--- src/rtl/alu_ctrl_pkg.sv ---
// ALU control codes shared by the control decoder and the execute stage,
// plus the execute-stage state encoding.
package alu_ctrl_pkg;

   localparam int unsigned ALU_CTRL_W = 4;

   localparam logic [ALU_CTRL_W-1:0] ALU_AND = 4'b0000;
   localparam logic [ALU_CTRL_W-1:0] ALU_OR  = 4'b0001;
   localparam logic [ALU_CTRL_W-1:0] ALU_ADD = 4'b0010;
   localparam logic [ALU_CTRL_W-1:0] ALU_SRL = 4'b0101;
   localparam logic [ALU_CTRL_W-1:0] ALU_SUB = 4'b0110;
   localparam logic [ALU_CTRL_W-1:0] ALU_SLT = 4'b0111;

   typedef enum logic [0:0] {
      ST_IDLE  = 1'b0,
      ST_SHIFT = 1'b1
   } alu_state_e;

   // Only SRL is executed by the multi-cycle serial path.
   function automatic logic is_serial_op(input logic [ALU_CTRL_W-1:0] code);
      return code == ALU_SRL;
   endfunction

endpackage

--- src/rtl/alu_serial_srl.sv ---
// Bit-serial logical right shifter: one position per step, with a down-counter
// that flags the step which completes the requested shift.
module alu_serial_srl #(
   parameter int unsigned WIDTH = 32,
   localparam int unsigned SHAMT_W = $clog2(WIDTH)
) (
   input  logic               clk,
   input  logic               rst_n,
   input  logic               load_i,
   input  logic               step_i,
   input  logic [WIDTH-1:0]   data_i,
   input  logic [SHAMT_W-1:0] shamt_i,
   output logic [WIDTH-1:0]   shifted_c,
   output logic               last_c
);

   logic [WIDTH-1:0]   shift_q;
   logic [SHAMT_W-1:0] count_q;

   always_ff @(posedge clk or negedge rst_n) begin
      if (!rst_n) begin
         shift_q <= '0;
         count_q <= '0;
      end else if (load_i) begin
         shift_q <= data_i;
         count_q <= shamt_i;
      end else if (step_i) begin
         shift_q <= shift_q >> 1;
         count_q <= count_q - SHAMT_W'(1);
      end
   end

   // Value the register takes on the next step; the final step's value is the result.
   assign shifted_c = shift_q >> 1;
   assign last_c    = (count_q == SHAMT_W'(1));

endmodule

--- src/rtl/alu_exec_unit.sv ---
// Execute stage: single-cycle logic/arithmetic ops, bit-serial SRL, with a
// start/busy/done handshake and a result/zero pair held between completions.
module alu_exec_unit
   import alu_ctrl_pkg::*;
#(
   parameter int unsigned WIDTH = 32
) (
   input  logic                  clk,
   input  logic                  rst_n,
   input  logic                  start_in,
   input  logic [ALU_CTRL_W-1:0] ALUControl_in,
   input  logic [WIDTH-1:0]      A_in,
   input  logic [WIDTH-1:0]      B_in,
   output logic [WIDTH-1:0]      result_out,
   output logic                  zero_out,
   output logic                  busy_out,
   output logic                  done_out
);

   localparam int unsigned SHAMT_W = $clog2(WIDTH);

   alu_state_e         state_q, state_d;
   logic [WIDTH-1:0]   result_q, result_d;
   logic               zero_q, zero_d;
   logic               busy_q, busy_d;
   logic               done_q, done_d;
   logic [WIDTH-1:0]   alu_res;
   logic [SHAMT_W-1:0] shamt;
   logic               srl_load, srl_step, srl_last;
   logic [WIDTH-1:0]   srl_shifted;

   assign shamt = B_in[SHAMT_W-1:0];

   // Single-cycle datapath; SRL lands here only when the shift amount is zero.
   always_comb begin
      alu_res = '0;
      unique case (ALUControl_in)
         ALU_AND: alu_res = A_in & B_in;
         ALU_OR:  alu_res = A_in | B_in;
         ALU_ADD: alu_res = A_in + B_in;
         ALU_SUB: alu_res = A_in - B_in;
         ALU_SLT: alu_res = ($signed(A_in) < $signed(B_in)) ? WIDTH'(1) : '0;
         ALU_SRL: alu_res = A_in;
         default: alu_res = '0;
      endcase
   end

   alu_serial_srl #(.WIDTH(WIDTH)) u_srl (
      .clk       (clk),
      .rst_n     (rst_n),
      .load_i    (srl_load),
      .step_i    (srl_step),
      .data_i    (A_in),
      .shamt_i   (shamt),
      .shifted_c (srl_shifted),
      .last_c    (srl_last)
   );

   always_ff @(posedge clk or negedge rst_n) begin
      if (!rst_n) begin
         state_q  <= ST_IDLE;
         result_q <= '0;
         zero_q   <= 1'b1;
         busy_q   <= 1'b0;
         done_q   <= 1'b0;
      end else begin
         state_q  <= state_d;
         result_q <= result_d;
         zero_q   <= zero_d;
         busy_q   <= busy_d;
         done_q   <= done_d;
      end
   end

   always_comb begin
      state_d  = state_q;
      result_d = result_q;
      zero_d   = zero_q;
      busy_d   = busy_q;
      done_d   = 1'b0;
      srl_load = 1'b0;
      srl_step = 1'b0;
      unique case (state_q)
         ST_IDLE: begin
            if (start_in) begin
               if (is_serial_op(ALUControl_in) && (shamt != '0)) begin
                  srl_load = 1'b1;
                  busy_d   = 1'b1;
                  state_d  = ST_SHIFT;
               end else begin
                  result_d = alu_res;
                  zero_d   = (alu_res == '0);
                  done_d   = 1'b1;
               end
            end
         end
         ST_SHIFT: begin
            // New starts are ignored here; operands are don't-care until done.
            srl_step = 1'b1;
            if (srl_last) begin
               result_d = srl_shifted;
               zero_d   = (srl_shifted == '0);
               done_d   = 1'b1;
               busy_d   = 1'b0;
               state_d  = ST_IDLE;
            end
         end
         default: state_d = ST_IDLE;
      endcase
   end

   assign result_out = result_q;
   assign zero_out   = zero_q;
   assign busy_out   = busy_q;
   assign done_out   = done_q;

endmodule

--- config.mk ---
export PLATFORM = sky130hd
export DESIGN_NAME = alu_exec_unit
export DESIGN_NICKNAME = d
export VERILOG_FILES = /design/src/rtl/alu_ctrl_pkg.sv /design/src/rtl/alu_serial_srl.sv /design/src/rtl/alu_exec_unit.sv
export SDC_FILE = /design/constraint.sdc
export NUM_CORES = 1
export LEC_CHECK = 0
export ABC_AREA = 0
export CORE_MARGIN = 4
export CORE_UTILIZATION = 50
export CTS_CLUSTER_DIAMETER = 80
export CTS_CLUSTER_SIZE = 12
export DETAILED_ROUTE_END_ITERATION = 6
export PLACE_DENSITY = 0.8
export SLEW_MARGIN = 20
export SYNTH_ARGS = -nofsm -noshare
export SYNTH_HDL_FRONTEND = slang
export SYNTH_HIERARCHICAL = 1
export SYNTH_SLANG_ARGS = --single-unit
--- constraint.sdc ---
create_clock -name clk -period 8.3 [get_ports clk]
set_input_delay 1.245 -clock clk [delete_from_list [all_inputs] [get_ports clk]]
set_output_delay 1.245 -clock clk [all_outputs]
set_load 0.02 [all_outputs]
==> results.cfg, run 1 <==
[yosys]
synth_edf_count = 0
synth_cells = 1191
ys_top_cells_by_count = nand2_1, o21ai_0, ha_1, inv_1, nor2_1
synth_nets = 1374
synth_top_area_share_pct = 19.4
synth_area_leaders = dfrtp_1, ha_1, o21ai_0
syn_area_per_cell_um2 = 7.68
ys.flop_type = dfrtp_1
synth_cell_types = 97
synth.most_common_cell = nand2_1
ys_warn_count = 6
synth_seq_area_share_pct = 19.7
async_reset_ff_share_pct = 100
syn_area_um2 = 9150
synth_top_area_cell = dfrtp_1
synth-seq-cells = 72

[floorplan]
pin_count = 106
core_um2 = 18000
start_util_pct = 50.9
fp.dieW_um = 143
std_cell_rows = 49
fp.dieArea_um2 = 20500
die_h_um = 143

[worst_setup_path]
critPathSlowestCell = nand3_1
worstRegToRegCells = 13
slowest_delay_ns = 0.61
regToRegSetupSlack_ns = 4.45
critPathTopFamily = compound AO/OA/AOI/OAI gates
critical_path_buf_inv_count = 4
crit_arrival_ns = 5.97
crit_fanout = 38
critical_path_required_ns = 8.54
criticalPathCategory = in -> reg
startpoint_type = input pin
r2r-end = zero_out$_DFFE_PN1P_
rr_startpoint = state_q$_DFF_PN0_
path_cells = clkdlybuf4s50_1, buf_4, inv_1, nand3_1, buf_4, nor2_1, a221oi_1, o211a_1, a21bo_1, a211oi_2, nand3_1, nor4_2, nand4bb_1, or4b_1, o31ai_2
crit_path_end_kind = flip-flop

[timing]
finalSetupTns_ns = 0
worst_pin_slew_ns = 1.05
fin_crit_sh_pct = 69.0
finalClockSkew_ns = 0.00482
finalCriticalPeriod_ns = 5.72
slew_viol_final = 0
slew_headroom_pct = 29.4
finalHoldViolCount = 0
setup_viol = 0
max_freq_ghz = 0.175
rsz0062_at_grt = no

[route]
wl_per_cell_um = 21.9
via_per_inst = 6.56
drc = 0
dr.pass1.iters = 6
wl_mm = 32.5
vias = 9715
drt_iter0_markers = 1081
ant_nets = 0

[power]
p_clk_share_pct = 17.2
power_frac_comb_pct = 53.8
p_int_mw = 1.20
pwr-share-seq_pct = 29.0
p_sw_mw = 0.913
p_leak_nw = 4.72
power.density_nw_per_um2 = 200
switching_share_pct = 43.3
vdd_drop_max_mv = 0.358

[clock_tree]
cts_tree = built
clock-root-buffer = clkbuf_16
cts_resized = 0
postCtsSetupRepairBufs = 0
cts_max_level = 3
postCtsHoldBufs = 0
clock_latency_ns = 0.33
clockBufferDepth = 2
clkTransAtPathRegs_ns = 0.05
cts_made_buffers = 9
clock-sinks = 72

[grt]
antenna_found_initial = 1
grt_pass1_vias = 9155
grt_overflow = 0
grtUsageTotal_pct = 30.9
grt_pass1_wl_mm = 50.0
grt_max_degree = 74

[finish]
final_layout_size_suffix_gt1_share_pct = 5.75
diodes = 0
area_growth_pct = 15.3
fillers = 1672
fin_util_pct = 58.7
nets = 1431

[hold_path]
hp-class = reg -> reg
holdPathEnd = result_out[23]$_DFFE_PN0P_
whs_path_depth = 2
min_from = result_out[23]$_DFFE_PN0P_

[job]
maxCapViolations = 0

[place]
dp_hpwl_mm = 25.2
gp_congestion = 1.04
portBuffers = 105

[run_status]
outcome = finished, final reports clean
-- metal layers --
layer  share of wire (%)  GRT usage [%]  vias up
met3                  10           5.69       91
met4                 3.4           11.1        2
li1                    -              -     4456
met5               0.062              0        -
met1                  42           43.7     4614
met2                  44           47.4      552
-- cells in the final DEF (no fill, tap or decap), drive strengths merged, types with 6 or more instances in the layout --
master and n:
nor4 19, a221oi 21, ha 110, a2111oi 7, xor2 6, o31ai 15
o211ai 8, nor3b 6, inv 97, a22oi 12, o21bai 14, o21ai 124
and2 6, mux2i 47, a21o 21, nand2b 14, a211oi 17, nor2 83
nand4 14, a31oi 14, and3 8, clkbuf 14, o211a 7, a21oi 78
xnor2 10, buf 15, nor2b 13, o21a 6, clkdlybuf4s50 104, nand3 24
nor3 32, dfrtp 71, nand2 118
-- through the flow --
| step | hold WS, ns | cell area (µm²) | power, mW | instances | setup WS [ns] |
|---|---|---|---|---|---|
| final | 0.474 | 10500 | 2.11 | 1482 | 2.58 |
| after global routing | 0.494 | 10500 | 2.25 | 1482 | 2.29 |
| after CTS | 0.480 | 10500 | 2.10 | 1482 | 2.72 |
| after detailed placement | 0.468 | 10300 | 1.73 | 1466 | 2.40 |
| after global placement | 0.457 | 10300 | 1.71 | 1466 | 2.40 |
| after floorplan | 0.534 | 9150 | 1.34 | 1191 | 3.95 |
-- final cells by class --
| type | count | area, µm² | share of cell area, % |
|---|---|---|---|
| inverter | 99 | 372 | 3.52 |
| sequential | 72 | 1800 | 17.1 |
| tap | 229 | 287 | 2.72 |
| clock buffer | 14 | 274 | 2.60 |
| multi-input combinational | 947 | 6650 | 63.0 |
| clock inverter | 2 | 12.5 | 0.119 |
| timing repair buffer | 119 | 1150 | 10.9 |
-- kinds of logic after synthesis --
group           synth area share, %
simple gates                   19.7
buf+inv                        8.06
mux                            5.27
fa+ha+maj                      15.5
flops                          19.7
compound gates                 30.3
other cells                  0.0410
xor+xnor                       1.53
-- worst max-delay path by stage --
stage	start	to	slack, ns	cells past startpoint
after CTS	ALUControl_in[2]	zero_out$_DFFE_PN1P_	2.72	15
after global routing	ALUControl_in[2]	zero_out$_DFFE_PN1P_	2.29	15
after floorplan	A_in[0]	zero_out$_DFFE_PN1P_	3.95	15
after detailed placement	ALUControl_in[2]	zero_out$_DFFE_PN1P_	2.40	15
after global placement	ALUControl_in[2]	zero_out$_DFFE_PN1P_	2.40	15
final	ALUControl_in[2]	zero_out$_DFFE_PN1P_	2.58	15
-- power groups by stage --
stage / Sequential (mW) / Combinational (mW) / Clock, mW
after global placement: 0.608 / 1.10 / 0
final: 0.612 / 1.13 / 0.363
after floorplan: 0.674 / 0.667 / 0
after global routing: 0.628 / 1.24 / 0.385
after CTS: 0.611 / 1.12 / 0.367
after detailed placement: 0.615 / 1.12 / 0
-- tightest hold or removal path: stages, from the launching register on --
cell and delay, ns:
dfrtp_1 0.34, nand2_1 0.04, o21ai_0 0.06
-- registers in the layout, summed over array words and instances (netlist names) --
register and count:
result_out 32, u_srl/shift_q 31, u_srl/count_q 5, busy_out 1, done_out 1, state_q 1, zero_out 1
Note: power is estimated with default switching activity, not from simulation.
==> inputs of run 2 (changes only) <==
Clock period 8.3 ns to 5.81 ns, I/O delays scaled along.
==> run 2 against run 1 <==
Against the previous run:
- global-route usage grew 0.78 points
- cell count increased by 1.3%
- cell area is 1.6% higher
- clock power grew 65%
- sequential share of layout area decreased by 0.28 points
- setup slack worse by 1.8 ns
- largest cell class unchanged
- largest power group unchanged
- highest routed layer is now met4
==> results.cfg, run 2 (synthesis gave the netlist of run 1 again) <==
[run_status]
outcome = finished, final reports clean

[finish]
instances_no_fill = 1501
final_layout_size_suffix_gt1_share_pct = 7.23
fillers = 1657
diodes = 0
final_common_cell = nand2_1
area_growth_pct = 17.2
largest_register_ffs = 32
multi_input_comb_area_um2 = 6640
seq_area_um2 = 1800
nets = 1450
final_cell_mix = nand2_1, o21ai_0, ha_1

[job]
maxCapViolations = 0

[worst_setup_path]
crit_fanout = 5
path_cells = clkdlybuf4s50_1, inv_1, ha_1, o21bai_1, a21oi_2, nand4b_1, a31oi_1, o21bai_1, a221o_1, o21ai_0, nand4b_1, nor4_2, nand4bb_1, or4b_1, o31ai_2
slowest_delay_ns = 0.68
critical_path_required_ns = 6.06
crit_path_end_kind = flip-flop
critPathSlowestCell = clkdlybuf4s50_1
startpoint_type = input pin
critical_path_buf_inv_count = 2
critPathTopFamily = compound AO/OA/AOI/OAI gates
criticalPathCategory = in -> reg
crit_arrival_ns = 5.32

[power]
p_sw_mw = 1.38
p_int_mw = 1.78
switching_share_pct = 43.8
pwr-share-seq_pct = 27.9
p_leak_nw = 4.82
p_clk_share_pct = 19.0
vdd_drop_max_mv = 0.645
power.density_nw_per_um2 = 294
power_mw = 3.16
power_frac_comb_pct = 53.1

[timing]
finalHoldViolCount = 0
rsz0062_at_grt = no
slew_headroom_pct = 39.3
finalClockSkew_ns = 0.00527
finalSetupTns_ns = 0
fin_crit_sh_pct = 87.3
max_freq_ghz = 0.197
slew_viol_final = 0
finalCriticalPeriod_ns = 5.07
worst_pin_slew_ns = 0.910
setup_viol = 0

[clock_tree]
cts_tree = built
postCtsHoldBufs = 0
clock_latency_ns = 0.33
cts_resized = 0
clkTransAtPathRegs_ns = 0.06
cts_max_level = 3
cts_made_buffers = 9
clockBufferDepth = 2
clock-sinks = 72
clock-root-buffer = clkbuf_16
postCtsSetupRepairBufs = 0

[grt]
grt_pass1_vias = 9184
grt_overflow = 0
grtUsageTotal_pct = 31.7
antenna_found_initial = 0
grt_max_degree = 73
grt_pass1_wl_mm = 51.5

[place]
dp.cells = 1485
gp_congestion = 1.00
portBuffers = 105
dp_hpwl_mm = 26.0

[floorplan]
std_cell_rows = 49
pin_count = 106
core_um2 = 18000
fp.dieArea_um2 = 20500
start_util_pct = 50.9
fp.dieW_um = 143
die_h_um = 143

[hold_path]
hp-class = reg -> reg

[route]
vias = 9741
ant_nets = 0
wl_mm = 33.3
drc = 0
wl_per_cell_um = 22.2
dr.pass1.iters = 7
drt_iter0_markers = 1117
via_per_inst = 6.49
==> run 2: through the flow <==
step | setup slack, ns | hold WS (ns) | cell area, µm² | utilization, %
floorplan | 1.83 | 0.534 | 9150 | -
global placement | 0.551 | 0.458 | 10400 | 57.9
detailed placement | 0.521 | 0.465 | 10400 | 57.9
CTS | 0.840 | 0.479 | 10700 | 59.7
global route | 0.502 | 0.490 | 10700 | 59.7
finish | 0.740 | 0.472 | 10700 | 59.7
==> run 2: area by class of cell <==
class	instances	area share, %
tap	229	2.67
inverter	99	3.47
clock inverter	6	0.864
multi-input combinational	947	62.0
sequential	72	16.8
clock buffer	10	2.14
timing repair buffer	138	12.1
==> run 2: power groups by stage <==
stage	Clock [mW]	Combinational, mW	Sequential (mW)
floorplan	0	0.952	0.963
global placement	0	1.61	0.874
detailed placement	0	1.63	0.884
CTS	0.601	1.65	0.879
global route	0.625	1.80	0.906
finish	0.600	1.68	0.882
==> run 2: worst paths after layout <==
| kind | startpoint | to | slack, ns | cells after the start |
|---|---|---|---|---|
| max in group asynchronous | rst_n | state_q$_DFF_PN0_ | 4.42 | 2 |
| worst max-delay path | B_in[1] | zero_out$_DFFE_PN1P_ | 0.74 | 15 |
| min in group asynchronous | rst_n | result_out[8]$_DFFE_PN0P_ | 0.73 | 2 |
| worst min register to register | result_out[5]$_DFFE_PN0P_ | result_out[5]$_DFFE_PN0P_ | 0.47 | 1 |
| worst min-delay path | result_out[5]$_DFFE_PN0P_ | result_out[5]$_DFFE_PN0P_ | 0.47 | 1 |
| worst max register to register | u_srl/count_q[1]$_DFFE_PN0P_ | zero_out$_DFFE_PN1P_ | 2.12 | 14 |
==> run 2: routing by layer <==
metal | vias to the layer above | share of wire (%) | track usage, %
li1 | 4488 | - | -
met1 | 4605 | 44 | 45.5
met2 | 561 | 43 | 48.4
met3 | 87 | 9.5 | 5.93
met4 | 0 | 3.3 | 9.76
met5 | - | 0 | 0
